File: config.mk
export PLATFORM = sky130hd
export DESIGN_NAME = forward_hazard_unit
export DESIGN_NICKNAME = d
export VERILOG_FILES = /design/src/rtl/forward_hazard_unit_pkg.sv /design/src/rtl/forward_hazard_unit_scoreboard.sv /design/src/rtl/forward_hazard_unit.sv
export SDC_FILE = /design/constraint.sdc
export NUM_CORES = 1
export LEC_CHECK = 0
export ABC_AREA = 0
export CAP_MARGIN = 20
export CORE_MARGIN = 1
export CORE_UTILIZATION = 44
export CTS_CLUSTER_DIAMETER = 150
export DETAILED_ROUTE_END_ITERATION = 10
export HOLD_SLACK_MARGIN = 0.02
export PLACE_DENSITY = 0.85
export SYNTH_ARGS = -nofsm -noshare
export SYNTH_HDL_FRONTEND = slang
export SYNTH_SLANG_ARGS = --single-unit
File: constraint.sdc
create_clock -name CLK -period 2.3 [get_ports CLK]
set_input_delay 0.23 -clock CLK [delete_from_list [all_inputs] [get_ports CLK]]
set_output_delay 0.23 -clock CLK [all_outputs]
set_load 0.005 [all_outputs]
File: src/rtl/forward_hazard_unit_pkg.sv
// Shared types and encodings for the decode-stage forwarding/hazard unit.
package forward_hazard_unit_pkg;

    localparam int NREAD_DEF = 2;
    localparam int NFWD_DEF  = 3;
    localparam int NREGS_DEF = 32;
    localparam int RW_DEF    = $clog2(NREGS_DEF);

    typedef logic [NREGS_DEF-1:0] regbits_t;
    typedef logic [RW_DEF-1:0]    regidx_t;

    // forward_sel encoding: FWD_RF selects the register file, FWD_STAGE_BASE+k selects stage k
    localparam int FWD_RF         = 0;
    localparam int FWD_STAGE_BASE = 1;

endpackage

File: src/rtl/forward_hazard_unit_scoreboard.sv
// Busy-register scoreboard for long-latency results; set wins over clear, x0 never busy.
module forward_hazard_unit_scoreboard #(
    parameter int NREGS = 32,
    parameter int RW    = $clog2(NREGS)
) (
    input  logic             CLK,
    input  logic             nRST,
    input  logic             set_en,
    input  logic [RW-1:0]    set_idx,
    input  logic             clr_en,
    input  logic [RW-1:0]    clr_idx,
    output logic [NREGS-1:0] busy
);

    always_ff @(posedge CLK or negedge nRST) begin
        if (!nRST) begin
            busy <= '0;
        end else begin
            if (clr_en) begin
                busy[clr_idx] <= 1'b0;
            end
            if (set_en && (set_idx != '0)) begin
                busy[set_idx] <= 1'b1;
            end
        end
    end

endmodule

File: src/rtl/forward_hazard_unit.sv
// Decode-stage operand forwarding select, read/WAW hazard detection and stall counter.
module forward_hazard_unit
    import forward_hazard_unit_pkg::*;
#(
    parameter int NREAD = NREAD_DEF,
    parameter int NFWD  = NFWD_DEF,
    parameter int NREGS = NREGS_DEF,
    parameter int CW    = 32,
    localparam int RW   = $clog2(NREGS),
    localparam int SW   = $clog2(NFWD + 1)
) (
    input  logic                       CLK,
    input  logic                       nRST,
    input  logic [NREAD-1:0]           id_ren,
    input  logic [NREAD-1:0][RW-1:0]   id_rsel,
    input  logic [NFWD-1:0][RW-1:0]    fwd_rd,
    input  logic [NFWD-1:0]            fwd_wen,
    input  logic [NFWD-1:0]            fwd_ready,
    input  logic                       lat_issue,
    input  logic [RW-1:0]              lat_rd,
    input  logic                       lat_done,
    input  logic [RW-1:0]              lat_done_rd,
    input  logic                       id_lat,
    input  logic [RW-1:0]              id_rd,
    output logic [NREAD-1:0][SW-1:0]   forward_sel,
    output logic                       stall,
    output logic [CW-1:0]              stall_count,
    output logic [NREGS-1:0]           busy
);

    logic [NREAD-1:0] hit;
    logic [NREAD-1:0] hit_ready;
    logic [NREAD-1:0] read_hazard;
    logic             waw_hazard;

    forward_hazard_unit_scoreboard #(
        .NREGS (NREGS),
        .RW    (RW)
    ) u_scoreboard (
        .CLK     (CLK),
        .nRST    (nRST),
        .set_en  (lat_issue),
        .set_idx (lat_rd),
        .clr_en  (lat_done),
        .clr_idx (lat_done_rd),
        .busy    (busy)
    );

    // Scan oldest to youngest so the youngest matching stage is the one left standing.
    always_comb begin
        forward_sel = '0;
        hit         = '0;
        hit_ready   = '0;
        read_hazard = '0;
        for (int p = 0; p < NREAD; p++) begin
            forward_sel[p] = SW'(FWD_RF);
            for (int k = NFWD - 1; k >= 0; k--) begin
                if (fwd_wen[k] && (fwd_rd[k] == id_rsel[p]) && (id_rsel[p] != '0)) begin
                    forward_sel[p] = SW'(FWD_STAGE_BASE + k);
                    hit[p]         = 1'b1;
                    hit_ready[p]   = fwd_ready[k];
                end
            end
            read_hazard[p] = id_ren[p] &&
                             ((hit[p] && !hit_ready[p]) || (!hit[p] && busy[id_rsel[p]]));
        end
    end

    assign waw_hazard = id_lat && (id_rd != '0) && busy[id_rd];
    assign stall      = (|read_hazard) || waw_hazard;

    always_ff @(posedge CLK or negedge nRST) begin
        if (!nRST) begin
            stall_count <= '0;
        end else if (stall && !(&stall_count)) begin
            stall_count <= stall_count + CW'(1);
        end
    end

endmodule

==> results <==
- The final-layout fill cell count is 539.
- Across the routed clock network, the largest skew measured is 0.0141 ns.
- The highest fanout seen on the critical path is 5.
- The HPWL after detailed placement is approximately 11 mm.
- The switching share of power is 35.4%.
- The number of I/O port buffers is 121.
- Setup violations remaining at the end of the flow were counted as 34.
- The site row count is 35.
- The clock root buffer is sky130_fd_sc_hd__clkbuf_8.
- In the layout the commonest cells are sky130_fd_sc_hd__clkdlybuf4s50_1 (99), sky130_fd_sc_hd__buf_4 (94), sky130_fd_sc_hd__o21ai_0 (63), sky130_fd_sc_hd__dfrtp_1 (63), sky130_fd_sc_hd__xor2_1 (37).
- The core area is 9330 sq um.
- The checks that failed: negative setup slack.
- The total net switching power is around 1.7 mW.
- The maximum count of clock buffers along a single path is 2.
- Once detail routing completed, the nets flagged for antenna violations numbered 0.
- Routability-driven placement finished with a final weighted congestion of 0.897.
- The synthesized design contains 0 enable-type register cells.
- The worst setup path is launched from a primary input.
- The sequential-to-total area share from yosys stat is 37.5%.
- Detailed routing placed a total of 1.81 mm of wire on met3.
- After detailed routing, the total wire length is around 18 mm.
- The path type of the worst setup path is primary input to output port.
- The total length of routed met2 wires is approximately 8.9 mm.
- Counting flops with an async set or reset pin after synthesis yields a share of 100%.
- The reported leakage power is 3.10 nW.
- The count of maximum capacitance violations is 0.
- The depth of the CTS H-tree is 3.
- During synthesis, Yosys emitted a total of 0 warnings.
- Ranked by total cell area, the synthesized netlist is headed by sky130_fd_sc_hd__dfrtp_1 (37%), sky130_fd_sc_hd__mux4_2 (12%), sky130_fd_sc_hd__xor2_1 (7.6%).
- The uppermost layer routed is met4.
- The flow ran to the end, but the final reports show violations.
- The total routing usage reported by global routing is 34.4%.
- The area growth from synthesis to layout is 70.3%.
- The required time of the critical path is 2.07 ns.
- CTS saw 64 sinks.
- The most common library cell in the layout ignoring fill and taps is sky130_fd_sc_hd__clkdlybuf4s50_1.
- The fraction of final layout cells with drive strength greater than 1 is 34.7%.
- The initial antenna violation count was 0.
- The first global-routing pass estimated 26.2 mm of wire.
- In this run the count of I/O pins placed on the die edge is 122.
- The wire length per cell after detailed routing is 23.3 um.
- Setup repair after global routing could not meet its margin everywhere.
- The data arrival time of the critical path is 2.59 ns.
- The number of placed instances, taps included, is 737.
- The share of power burned in registers is 34.5%.
- After synthesis, the netlist uses 50 different library cells.
- The post-CTS clock slew at the launch and capture registers of the worst setup and hold paths is 0.09 ns.
- The worst setup path is captured at an output port.
- Summed over all layers, the global routing overflow is 0.
- The mean number of vias per cell is 6.39.
- For this run, the leading register cell type out of synthesis is sky130_fd_sc_hd__dfrtp_1.
- The height of the chip is 101 um.
- The clock tree from TritonCTS is built.
- The internal portion of the total power is 3.06 mW.
- Across the VDD grid, the largest voltage drop is roughly 0.00061 V.
- The max-slew violation total from the final report was 0.
- The total nets after synthesis is about 470.
- The die extent in x is 101 um.
- Detailed routing inserted a total of 4988 vias.
- The hold violation total from the final report is 0.
- The mapped cell area is 4270 sq um.
- The post-route total power is 4.73 mW.
- The clock latency at the later pin of the worst-skew pair is 0.35 ns.
- After synthesis the netlist holds a flip-flop and latch count of 64.
- A synthesized cell averages between 10 and 15 sq um.
- The net count of the finished layout is 701.
- After synthesis, the largest area contributor takes up around 37% of total cell area.
- The met1 layer wirelength in the final routing is 6.37 mm.
- The number of violations reported at the end of detailed-routing iteration 0 is 627.
- The clock network is responsible for 18.7% of the overall power.
- Once layout is complete, the cells apart from fillers number 780.
- Headroom to the max-slew limit came out at 57.1%.
- The maximum number of pins on one net before global-route repair is 40.
- The transition time at the pin with the least slew margin is roughly 0.64 ns.
- The number of global-route vias before repair is 4922.
- The power density normalized to cell area is 650 nW/um^2.
- The worst hold path belongs to the class primary input to async pin.
- Adding up every negative setup slack in the final design gives -13.70 ns.
- The number of search-and-repair iterations in the first detailed-routing pass is 8.
- The final antenna diode count is 0.
- Once the floorplan was initialized, standard cells occupied 45.8% of the core.
- Derived from the worst setup path, the maximum achievable clock frequency is 355 MHz.
- The die area is between 10000 and 15000 sq um.
- The final critical path time including I/O delays and setup is around 2.8 ns.
- The largest area contributor in the synthesized netlist is sky130_fd_sc_hd__dfrtp_1.
- Synthesis produced a netlist whose cell count is about 410.
- The total CTS buffers is 9.
- The final worst-path cycle share is 123%.
- Across all setup checks in the final design, the least slack found is -0.520 ns.
- Per report_power, the combinational group accounts for 46.8% of the total.
- In the routed design, unresolved DRC markers number 0.
-- logic make-up after synthesis --
kind of cell	share of synthesized area (%)
simple gates	20.9
compound gates	10.4
flops	37.5
xor+xnor	12.5
mux	15.2
buf+inv	3.28
fa+ha+maj	0.293
-- cell type report --
type | count | area (sq um) | area share [%]
clock buffers | 11 | 141 | 1.94
clock inverters | 4 | 31.3 | 0.430
inverters | 5 | 18.8 | 0.258
multi-input cells | 322 | 2980 | 41.0
flip-flops and latches | 64 | 1600 | 22.0
well taps | 129 | 161 | 2.22
repair buffers | 245 | 2340 | 32.2
-- worst max-delay path, cell delays in order --
cell,delay (ns)
sky130_fd_sc_hd__dlygate4sd2_1,0.43
sky130_fd_sc_hd__buf_4,0.24
sky130_fd_sc_hd__mux4_2,0.52
sky130_fd_sc_hd__mux2i_1,0.23
sky130_fd_sc_hd__a31oi_1,0.13
sky130_fd_sc_hd__o311ai_1,0.09
sky130_fd_sc_hd__nand2_1,0.13
sky130_fd_sc_hd__a311oi_4,0.29
sky130_fd_sc_hd__inv_1,0.13
sky130_fd_sc_hd__buf_2,0.15
-- state kept, by name (all words and copies together), names as in the netlist --
register,flops
stall_count,32
u_scoreboard.busy,32
-- metal layers --
metal / vias up / track usage (%)
li1: 2010 / -
met4: 0 / 19.1
met5: - / 0
met3: 140 / 6.10
met1: 2400 / 43.0
met2: 438 / 56.5
-- per-stage QoR --
| step | hold slack, ns | instance area (sq um) | util (%) | setup WS (ns) |
|---|---|---|---|---|
| after global routing | 0.488 | 7280 | 78.0 | -0.577 |
| final | 0.454 | 7280 | 78.0 | -0.520 |
| after CTS | 0.434 | 7030 | 75.3 | -0.402 |
| after floorplan | -0.0656 | 4340 | - | -0.101 |
| after global placement | 0.267 | 6330 | 67.9 | -0.903 |
| after detailed placement | 0.275 | 6330 | 67.9 | -0.978 |
-- what timing repair did --
action | in CTS | in global routing
hold buffers | 1 | 0
pin swaps | 22 | 36
gates resized for setup | 69 | 67
setup buffers | 17 | 12
cloned | 5 | 0
endpoints found under the hold margin | 25 | 0
setup endpoints to repair | 37 | 37
-- cell usage after synthesis, drive strengths merged (4+ instances only) --
cell type / count
nor2: 14
nand3: 17
nor4: 7
or3b: 4
inv: 5
clkbuf: 7
nor3b: 6
dfrtp: 64
xnor2: 24
and3: 12
o21ai: 63
nor4b: 6
nand2: 20
nor3: 22
mux2: 5
and4: 5
nand4: 11
nand3b: 12
mux4: 22
buf: 15
xor2: 37
mux2i: 9
-- path summary, 6_finish.rpt --
| check | startpoint | end | slack, ns | cells after the start |
|---|---|---|---|---|
| max | id_rd[1] | stall | -0.52 | 10 |
| min reg2reg | stall_count[25]$_DFFE_PN0P_ | stall_count[25]$_DFFE_PN0P_ | 0.50 | 1 |
| max in group asynchronous | nRST | u_scoreboard.busy[5]$_DFF_PN0_ | 1.18 | 3 |
| min in group CLK | stall_count[25]$_DFFE_PN0P_ | stall_count[25]$_DFFE_PN0P_ | 0.50 | 1 |
| max reg2reg | u_scoreboard.busy[7]$_DFF_PN0_ | stall_count[29]$_DFFE_PN0P_ | -0.45 | 11 |
| min | nRST | stall_count[13]$_DFFE_PN0P_ | 0.45 | 2 |
-- power by group through the flow --
stage          Clock, mW  Sequential (mW)  Combinational (mW)
3_5_place_dp           0             1.60                1.80
6_report           0.884             1.63                2.22
2_1_floorplan          0             1.60               0.658
3_3_place_gp           0             1.58                1.75
4_1_cts            0.880             1.58                2.13
5_1_grt            0.932             1.64                2.32
No activity file was read; power rests on OpenSTA's default activity.
